`src/rtl/park_pkg.sv`:
```
// Shared types and sizes for the parking-lot entry allocator.
package park_pkg;

  localparam int unsigned NUM_SLOTS = 8;
  localparam int unsigned SLOT_W    = 3;
  localparam int unsigned COUNT_W   = 4;
  localparam int unsigned STAT_W    = 16;

  typedef enum logic [1:0] {
    IDLE  = 2'd0,
    GRANT = 2'd1,
    GATE  = 2'd2
  } state_t;

  // Number of zero bits in an occupancy map, i.e. free slots.
  function automatic logic [COUNT_W-1:0] free_slots(input logic [NUM_SLOTS-1:0] map);
    logic [COUNT_W-1:0] n;
    n = COUNT_W'(NUM_SLOTS);
    for (int i = 0; i < int'(NUM_SLOTS); i++) begin
      n = n - COUNT_W'(map[i]);
    end
    return n;
  endfunction

endpackage

```
`src/rtl/park_entry_allocator_if.sv`:
```
// Entry/exit handshake bundle for park_entry_allocator.
// PARK_STATS_EN adds the total_entries / total_rejects statistics outputs.
interface park_entry_allocator_if;
  import park_pkg::*;

  logic                 entry_req;
  logic                 exit_valid;
  logic [SLOT_W-1:0]    exit_number;
  logic                 entry_grant;
  logic                 entry_reject;
  logic [SLOT_W-1:0]    park_number;
  logic [NUM_SLOTS-1:0] park_location;
  logic [COUNT_W-1:0]   free_count;
  logic                 full;
  logic                 exit_error;
  logic                 entry_gate;
`ifdef PARK_STATS_EN
  logic [STAT_W-1:0]    total_entries;
  logic [STAT_W-1:0]    total_rejects;

  modport master (
    output entry_req, exit_valid, exit_number,
    input  entry_grant, entry_reject, park_number, park_location,
           free_count, full, exit_error, entry_gate,
           total_entries, total_rejects
  );

  modport slave (
    input  entry_req, exit_valid, exit_number,
    output entry_grant, entry_reject, park_number, park_location,
           free_count, full, exit_error, entry_gate,
           total_entries, total_rejects
  );
`else
  modport master (
    output entry_req, exit_valid, exit_number,
    input  entry_grant, entry_reject, park_number, park_location,
           free_count, full, exit_error, entry_gate
  );

  modport slave (
    input  entry_req, exit_valid, exit_number,
    output entry_grant, entry_reject, park_number, park_location,
           free_count, full, exit_error, entry_gate
  );
`endif

endinterface

```
`src/rtl/park_free_slot_finder.sv`:
```
// Combinational priority encoder: lowest-index free (zero) slot of the occupancy map.
module park_free_slot_finder
  import park_pkg::*;
(
  input  logic [NUM_SLOTS-1:0] map,
  output logic [SLOT_W-1:0]    free_idx_c,
  output logic                 found_c
);

  // Scan from the top down so the last hit is the lowest free index.
  always_comb begin
    free_idx_c = '0;
    found_c    = 1'b0;
    for (int i = int'(NUM_SLOTS) - 1; i >= 0; i--) begin
      if (!map[i]) begin
        free_idx_c = SLOT_W'(i);
        found_c    = 1'b1;
      end
    end
  end

endmodule

```
`src/rtl/park_entry_allocator.sv`:
```
// Parking-lot entry allocator: grants the lowest free slot to a waiting car,
// opens the barrier for GATE_CYCLES cycles, and tracks exits.
// Optional macro PARK_STATS_EN adds saturating grant/reject counters.
module park_entry_allocator
  import park_pkg::*;
#(
  parameter int unsigned GATE_CYCLES = 4
) (
  input logic                  clk,
  input logic                  rst,
  park_entry_allocator_if.slave bus
);

  localparam int unsigned CNT_W = (GATE_CYCLES > 1) ? $clog2(GATE_CYCLES) : 1;

  state_t               state;
  state_t               state_next;
  logic [CNT_W-1:0]     gate_cnt;
  logic [SLOT_W-1:0]    free_idx;
  logic                 free_found;
  logic                 alloc;
  logic                 reject;
  logic                 exit_hit;
  logic                 exit_miss;
  logic [NUM_SLOTS-1:0] loc_next;
  logic [COUNT_W-1:0]   free_next;

  park_free_slot_finder u_finder (
    .map        (bus.park_location),
    .free_idx_c (free_idx),
    .found_c    (free_found)
  );

  // Next state, allocation/reject decision and next occupancy (pre-exit map drives allocation).
  always_comb begin
    state_next = state;
    alloc      = 1'b0;
    reject     = 1'b0;
    exit_hit   = bus.exit_valid & bus.park_location[bus.exit_number];
    exit_miss  = bus.exit_valid & ~bus.park_location[bus.exit_number];
    loc_next   = bus.park_location;
    case (state)
      IDLE: begin
        if (bus.entry_req) begin
          if (bus.full || !free_found) begin
            reject = 1'b1;
          end else begin
            alloc      = 1'b1;
            state_next = GRANT;
          end
        end
      end
      GRANT:   state_next = GATE;
      GATE:    if (gate_cnt == CNT_W'(GATE_CYCLES - 1)) state_next = IDLE;
      default: state_next = IDLE;
    endcase
    if (exit_hit) loc_next[bus.exit_number] = 1'b0;
    if (alloc)    loc_next[free_idx]        = 1'b1;
    free_next = free_slots(loc_next);
  end

  // FSM, occupancy map and all registered outputs.
  always_ff @(posedge clk) begin
    if (rst) begin
      state             <= IDLE;
      gate_cnt          <= '0;
      bus.park_location <= '0;
      bus.park_number   <= '0;
      bus.free_count    <= COUNT_W'(NUM_SLOTS);
      bus.full          <= 1'b0;
      bus.entry_grant   <= 1'b0;
      bus.entry_reject  <= 1'b0;
      bus.entry_gate    <= 1'b0;
      bus.exit_error    <= 1'b0;
    end else begin
      state             <= state_next;
      gate_cnt          <= (state == GATE && state_next == GATE) ? gate_cnt + CNT_W'(1) : '0;
      bus.park_location <= loc_next;
      bus.free_count    <= free_next;
      bus.full          <= (free_next == '0);
      bus.entry_grant   <= alloc;
      bus.entry_reject  <= reject;
      bus.entry_gate    <= (state_next == GATE);
      bus.exit_error    <= exit_miss;
      if (alloc) bus.park_number <= free_idx;
    end
  end

`ifdef PARK_STATS_EN
  // Saturating totals, updated on the same edge that raises grant/reject.
  always_ff @(posedge clk) begin
    if (rst) begin
      bus.total_entries <= '0;
      bus.total_rejects <= '0;
    end else begin
      if (alloc && bus.total_entries != '1)
        bus.total_entries <= bus.total_entries + STAT_W'(1);
      if (reject && bus.total_rejects != '1)
        bus.total_rejects <= bus.total_rejects + STAT_W'(1);
    end
  end
`endif

endmodule

```
`src/flat_wrapper.sv`:
```
// flat-port wrapper written by rule: the top's interface ports become plain ports
module park_entry_allocator_flat import park_pkg::*;
#(
  parameter int unsigned GATE_CYCLES = 4
)
  (clk, rst, bus_entry_req, bus_exit_valid, bus_exit_number, bus_entry_grant, bus_entry_reject, bus_park_number, bus_park_location, bus_free_count, bus_full, bus_exit_error, bus_entry_gate);
  park_entry_allocator_if bus_i ();
  input logic clk;
  input logic rst;
  input wire logic [$bits(bus_i.entry_req)-1:0] bus_entry_req;
  input wire logic [$bits(bus_i.exit_valid)-1:0] bus_exit_valid;
  input wire logic [$bits(bus_i.exit_number)-1:0] bus_exit_number;
  output wire logic [$bits(bus_i.entry_grant)-1:0] bus_entry_grant;
  output wire logic [$bits(bus_i.entry_reject)-1:0] bus_entry_reject;
  output wire logic [$bits(bus_i.park_number)-1:0] bus_park_number;
  output wire logic [$bits(bus_i.park_location)-1:0] bus_park_location;
  output wire logic [$bits(bus_i.free_count)-1:0] bus_free_count;
  output wire logic [$bits(bus_i.full)-1:0] bus_full;
  output wire logic [$bits(bus_i.exit_error)-1:0] bus_exit_error;
  output wire logic [$bits(bus_i.entry_gate)-1:0] bus_entry_gate;
  assign bus_i.entry_req = bus_entry_req;
  assign bus_i.exit_valid = bus_exit_valid;
  assign bus_i.exit_number = bus_exit_number;
  assign bus_entry_grant = bus_i.entry_grant;
  assign bus_entry_reject = bus_i.entry_reject;
  assign bus_park_number = bus_i.park_number;
  assign bus_park_location = bus_i.park_location;
  assign bus_free_count = bus_i.free_count;
  assign bus_full = bus_i.full;
  assign bus_exit_error = bus_i.exit_error;
  assign bus_entry_gate = bus_i.entry_gate;
  park_entry_allocator #(.GATE_CYCLES(GATE_CYCLES)) u_core (.clk(clk), .rst(rst), .bus(bus_i));
endmodule
```
`config.mk`:
```
export PLATFORM = sky130hd
export DESIGN_NAME = park_entry_allocator_flat
export DESIGN_NICKNAME = d
export VERILOG_FILES = /design/src/rtl/park_pkg.sv /design/src/rtl/park_entry_allocator_if.sv /design/src/rtl/park_free_slot_finder.sv /design/src/rtl/park_entry_allocator.sv /design/src/flat_wrapper.sv
export SDC_FILE = /design/constraint.sdc
export NUM_CORES = 1
export LEC_CHECK = 0
export CAP_MARGIN = 0
export CELL_PAD_IN_SITES_DETAIL_PLACEMENT = 0
export CELL_PAD_IN_SITES_GLOBAL_PLACEMENT = 1
export CORE_ASPECT_RATIO = 1.5
export CORE_MARGIN = 1.5
export CORE_UTILIZATION = 35
export DETAILED_ROUTE_END_ITERATION = 16
export GPL_ROUTABILITY_DRIVEN = 0
export PLACE_DENSITY = 0.86
export SETUP_SLACK_MARGIN = 0.5
export SLEW_MARGIN = 20
export SYNTH_ARGS = -nofsm -noshare
export SYNTH_HDL_FRONTEND = slang
export SYNTH_HIERARCHICAL = 1
export SYNTH_SLANG_ARGS = --single-unit
```
`constraint.sdc`:
```
create_clock -name clk -period 4.5 [get_ports clk]
set_clock_uncertainty 0.2 [all_clocks]
set_input_delay 0.9 -clock clk [delete_from_list [all_inputs] [get_ports clk]]
set_output_delay 0.9 -clock clk [all_outputs]
set_load 0.03 [all_outputs]
```
# Yosys cells after proc, flatten, opt, wreduce, memory -nomap -nowiden
# Cells that the tools add are included.
dict set report word_totals {
  register_bits 24
  out_inout_bits 20
  elab_cells 77
  inputBits 7
}
dict set report classes {
  reduce_logical 9
  n_addsub 9
  n_mux 32
  n_lt_le_gt_ge 4
  eq_ne 4
  n_bitwise 9
}
# cell count
set op_table {}
lappend op_table {{$sub A4 B1 Y4} 7}
lappend op_table {{$mux W3} 8}
lappend op_table {{$mux W8} 2}
lappend op_table {{$mux W1} 15}
lappend op_table {{$and A8 B8 Y8} 1}
lappend op_table {{$lt A3 B4 Y1 const B} 2}
lappend op_table {{$not A8 Y8} 1}
lappend op_table {{$or A8 B8 Y8} 1}
lappend op_table {{$demux W1 S3} 2}
lappend op_table {{$eq A2 B2 Y1 const B} 3}
lappend op_table {{$ge A3 B1 Y1 const B} 2}
lappend op_table {{$mux W2} 3}
lappend op_table {{$pmux W2 S3} 1}
lappend op_table {{$logic_not A4 Y1} 1}
lappend op_table {{$not A1 Y1} 4}
lappend op_table {{$sub A4 B1 Y4 const A} 1}
lappend op_table {{$bmux W1 S3} 1}
lappend op_table {{$logic_and A1 B1 Y1} 3}
lappend op_table {{$reduce_or A3 Y1} 1}
lappend op_table {{$add A2 B1 Y2 const B} 1}
lappend op_table {{$and A1 B1 Y1} 2}
lappend op_table {{$eq A2 B1 Y1 const B} 1}
lappend op_table {{$logic_not A2 Y1} 1}
lappend op_table {{$reduce_or A2 Y1} 1}
lappend op_table {{other kinds (2)} 2}

# Depth between registers and ports, before layout
dict set report depth {
  ltp_word 23
  ltp_mapped 17
  mapped_depth_nobuf 17
}

# By module
# Netlist, hierarchy kept.
# mod instances seq_area_each_um2 cells_each area_per_inst_um2
set by_module_without_submodules {}
lappend by_module_without_submodules {park_entry_allocator 1 480.5 125 1270.0}
lappend by_module_without_submodules {park_free_slot_finder 1 0.0 14 77.6}

# Worst setup path before layout
# OpenSTA, ideal clock, no wires.
dict set report synth_timing {
  path_type {input-to-reg}
  from {input port bus_exit_number[1]}
  to {register u_core/bus.free_count[3] (netlist name)}
  arrival_ns 4.077
  path_stages 12
  required_ns 4.177
  slack_ns 0.100
  setup_ns 0.123
  path_buffers 0
  cell_sequence {mux2_4 -> a32oi_2 -> a311oi_4 -> a31o_2 -> fa_1 -> ha_1 -> inv_1 -> fa_1 -> inv_1 -> fa_1 -> ha_1 -> or2_2}
}
dict set report synth_via {
  elab_chain_len 17
  word_cells_on_any_way 21
  classes_between {add/sub: 8; order compare: 2; mux: 6; bitwise: 4; reduce/logical: 1}
}
# element line
set synth_lines {}
lappend synth_lines {{start: declaration} flat_wrapper.sv:12} ;# input wire logic [$bits(bus_i.exit_number)-1:0] bus_exit_number;
lappend synth_lines {{$lt A3 B4 Y1 (not written as such) or $ge A3 B1 Y1 (tied branches)} park_entry_allocator.sv:57} ;# if (exit_hit) loc_next[bus.exit_number] = 1'b0;
lappend synth_lines {{$logic_and A1 B1 Y1 (not written as such)} park_entry_allocator.sv:57}
lappend synth_lines {{$mux W1 (not written as such)} park_entry_allocator.sv:57}
lappend synth_lines {{$demux W1 S3} --}
lappend synth_lines {{$not A8 Y8 (no source line)} --}
lappend synth_lines {{$and A8 B8 Y8 (no source line)} --}
lappend synth_lines {{$mux W8 (*)} park_entry_allocator.sv:57}
lappend synth_lines {{$or A8 B8 Y8 (no source line)} --}
lappend synth_lines {{$mux W8 (*)} park_entry_allocator.sv:58} ;# if (alloc) loc_next[free_idx] = 1'b1;
lappend synth_lines {{$sub A4 B1 Y4 (7 in a row)} park_pkg.sv:20} ;# n = n - COUNT_W'(map[i]);
lappend synth_lines {{$sub A4 B1 Y4 (*)} park_pkg.sv:20}
lappend synth_lines {{net u_core.free_next[3]} park_entry_allocator.sv:26} ;# logic [COUNT_W-1:0] free_next;
lappend synth_lines {{end signal: assignment} park_entry_allocator.sv:69} ;# bus.free_count <= COUNT_W'(NUM_SLOTS);
lappend synth_lines {{end signal: assignment} park_entry_allocator.sv:79} ;# bus.free_count <= free_next;
lappend synth_lines {{end: declaration} park_entry_allocator_if.sv:44} ;# free_count, full, exit_error, entry_gate
# Mark *: on every way through the listed nets, which the timed path passes. The rest lies on a longest branch. The select of a mux whose other input is x is not followed.
# A chain may end at the register's enable or synchronous reset.

# Worst setup path after layout
dict set report layout_timing {
  from {input port bus_entry_req}
  to {register u_core/bus.free_count[2] (netlist name)}
}
dict set report layout_via {
  elab_chain_len 11
}
# element line
set layout_lines {}
lappend layout_lines {{start: declaration} flat_wrapper.sv:10} ;# input wire logic [$bits(bus_i.entry_req)-1:0] bus_entry_req;
lappend layout_lines {{$mux W1 (*)} park_entry_allocator.sv:44} ;# if (bus.entry_req) begin
lappend layout_lines {{$mux W1 (*)} park_entry_allocator.sv:42} ;# case (state)
lappend layout_lines {{$mux W8 (*)} park_entry_allocator.sv:58}
lappend layout_lines {{$sub A4 B1 Y4 (7 in a row)} park_pkg.sv:20}
lappend layout_lines {{$sub A4 B1 Y4 (*)} park_pkg.sv:20}
lappend layout_lines {{net u_core.free_next[2]} park_entry_allocator.sv:26}
# Mark *: on every way through the listed nets, which the timed path passes. The rest lies on a longest branch.

==> impl_metrics.json <==
{
  "core_area_um2": 3680,
  "die_x_um": 53.7,
  "cts_buffer_depth": 2,
  "period_needed_ns": 4.29,
  "worstMarginPinSlew_ns": 0.898,
  "postSynth.asyncResetShare_pct": 0,
  "clk_pin_slew_ns": 0.09,
  "min_to": "u_core/gate_cnt[0]",
  "hpwl_um": 2610,
  "cts_hold_buf": 0,
  "rsz0062_at_grt": "yes",
  "power_density_nw_per_um2": 283,
  "grt_pass1_vias": 1372,
  "worstSkewPairLatency_ns": 0.28,
  "synth_fa_ha_area_share_pct": 11.5,
  "synth_edf_count": 0,
  "hp-start": "u_core/gate_cnt[0]",
  "finalPower_w": 0.000623,
  "final.setup.tns_ns": 0,
  "avgSynthCellArea_um2": 9.69,
  "cts_buffers": 3,
  "antenna_found_initial": 0,
  "drtIter0Drc": 53,
  "drv_slew": 0,
  "syn-num-nets": 156,
  "wirelength_um": 4090,
  "period_share_pct": 95.3,
  "vias_per_cell": 5.58,
  "max_freq_mhz": 233,
  "grt.overflow.total": 0,
  "vdd_drop_max_uv": 178,
  "yosys_warnings": 6,
  "wl_per_cell_um": 16.7,
  "worst-setup-path-type": "in2reg",
  "first_pass_iters": 4,
  "cts.sinks": 24,
  "synth_ff_type": "dfxtp_1",
  "cap_viol_max_count": 0,
  "r2r_slack_ns": 0.26,
  "nFillCells": 299,
  "area_delta_synth_final_pct": 63.2,
  "grt_pass1_wl_um": 6630,
  "max-slew-margin-rel_pct": 39.9,
  "io_buffers": 26,
  "cts_max_level": 1,
  "status": "finished clean",
  "seq_area_frac_synth_pct": 35.7,
  "final_util_pct": 59.7,
  "grt_usage_pct": 21.2,
  "ant_nets": 0,
  "worst_ep_arrival_time_ns": 4.24,
  "grt_max_degree": 24,
  "reg2reg_to": "u_core/bus.free_count[2]",
  "cts_root_buffer": "clkbuf_8",
  "synth_top_family_by_area": "compound AO/OA/AOI/OAI gates",
  "netlist_area_um2": 1350,
  "ys_types": 38,
  "start_util_pct": 36.6,
  "synth.ff_latch_count": 24,
  "cts_tree": "built",
  "r2r-start": "u_core/bus.park_location[3]",
  "hold_path_depth": 1,
  "muxShareOfSynthArea_pct": 2.97,
  "row_count": 27,
  "vias": 1366,
  "drc": 0,
  "dpl-instance-area_um2": 1840,
  "start_kind": "primary input",
  "fin_area_um2": 2200,
  "yosys.area_share.simple_pct": 20.7,
  "reg2reg_depth": 17,
  "nNetsFinal": 220,
  "dieArea_um2": 4240,
  "io_pins": 27,
  "synth_compound_area_share_pct": 23.5,
  "setup_viol": 0,
  "seq_area_um2": 484,
  "synth_cells": 139,
  "synthXorXnorAreaFrac_pct": 0,
  "diodes": 0,
  "die_h_um": 79.0,
  "hold_path.class": "reg2reg",
  "drive_above_1_share_pct": 43.6,
  "critPathMaxFanout": 7,
  "endpoint_kind": "flop",
  "finalHoldViolCount": 0,
  "power_leakage_nw": 0.838,
  "worst_ep_required_time_ns": 4.45,
  "multi_input_area_um2": 966
}
## synthesized netlist by cell type (2+ instances only)
cell type	n	share of area (%)
a21oi_1	6	2.2
a311oi_1	8	5.2
a31o_2	5	3.2
a31oi_1	9	4.2
and2_1	2	0.93
and2b_1	2	1.1
clkbuf_1	2	0.56
dfxtp_1	24	36
fa_1	4	5.9
ha_1	6	5.6
inv_1	14	3.9
mux2_4	2	2.2
nand2_1	8	2.2
nand3_1	6	2.2
nor2_1	8	2.2
nor2b_1	4	1.9
nor3_1	4	1.5
nor3_4	2	2.4
nor4b_1	3	2.0
or2_2	2	0.93
## cell usage in the layout, fill, tap and decap left out, types with 2 or more instances in the layout
master,n
a31oi_2,2
a31o_2,4
buf_4,33
dfxtp_1,21
nor3_1,4
nor3_4,2
inv_2,3
nand3_1,4
dfxtp_2,3
buf_6,3
a21oi_2,3
ha_1,3
a21oi_1,3
nor2_1,8
clkdlybuf4s50_1,22
a31oi_4,4
inv_1,11
buf_8,3
nand3_2,2
a31oi_1,4
mux2_4,2
and2_1,2
clkbuf_8,3
ha_4,2
nand2_1,8
a311oi_1,8
nor2b_1,3
fa_1,3
## sequential cells by signal, summed over array words and instances (netlist names)
name and count:
u_core/bus.entry_reject 1, u_core/state 2, u_core/bus.park_location 8, u_core/bus.full 1
u_core/bus.entry_grant 1, u_core/bus.free_count 4, u_core/gate_cnt 2, u_core/bus.exit_error 1
u_core/bus.park_number 3, u_core/bus.entry_gate 1
## metal layers
metal | vias up | wire (um) | share of wire (%) | GRT usage (%)
li1 | 645 | - | - | -
met1 | 673 | 1580 | 39 | 24.4
met2 | 37 | 2250 | 55 | 36.1
met3 | 11 | 112 | 2.7 | 2.82
met4 | 0 | 142 | 3.5 | 11.8
met5 | - | 0 | 0 | 0
## worst max-delay path, cell delays in order
cell and delay, ns:
buf_2 0.07, or3b_4 0.42, nor3_4 0.25, buf_12 0.15, nand3_2 0.08, a31o_4 0.25
fa_1 0.54, ha_2 0.18, inv_2 0.04, fa_1 0.53, inv_2 0.05, fa_2 0.37
inv_2 0.09, ha_4 0.20, nor2b_4 0.11
## final cells by class
class                           instances  area share (%)
Sequential cell                        24            22.0
Multi-Input combinational cell         97            43.9
Tap cell                               43            2.45
Clock inverter                          1            1.37
Clock buffer                            3            1.88
Timing Repair Buffer                   63            26.0
Inverter                               14            2.39
## repair_timing
action | in CTS | in global routing
pin swaps | 23 | 5
resized for setup | 51 | 6
buffers inserted | 12 | 1
endpoints found under the setup margin | 4 | 4
## where the power goes
part	switching (W)	internal [W]	total, W
Combinational	0.0000977	0.0000939	0.000192
Sequential	0.00000795	0.000227	0.000235
Clock	0.0000777	0.000119	0.000197
Total	0.000183	0.000440	0.000623
## worst max path at each step
stage                             startpoint                  endpoint
after floorplan                bus_entry_req  u_core/bus.free_count[3]
after global placement         bus_entry_req  u_core/bus.free_count[3]
after detailed placement       bus_entry_req  u_core/bus.free_count[3]
after CTS                 bus_exit_number[0]  u_core/bus.free_count[2]
after global routing           bus_entry_req  u_core/bus.free_count[2]
final                          bus_entry_req  u_core/bus.free_count[2]
## kinds of logic after synthesis
logic type | count (synthesis)
multiplexers | 3
flip-flops | 24
AO/OA/AOI/OAI | 37
AND/OR/NAND/NOR | 47
buffers and inverters | 18
adder cells (fa/ha/maj) | 10
## through the flow
step	worst slack, ns	hold WS, ns	instances
global route	0.147	0.267	245
global placement	-0.439	0.207	228
finish	0.210	0.233	245
CTS	0.269	0.230	244
detailed placement	-0.522	0.217	228
floorplan	0.180	0.198	139
(Power assumes the default switching activity.)
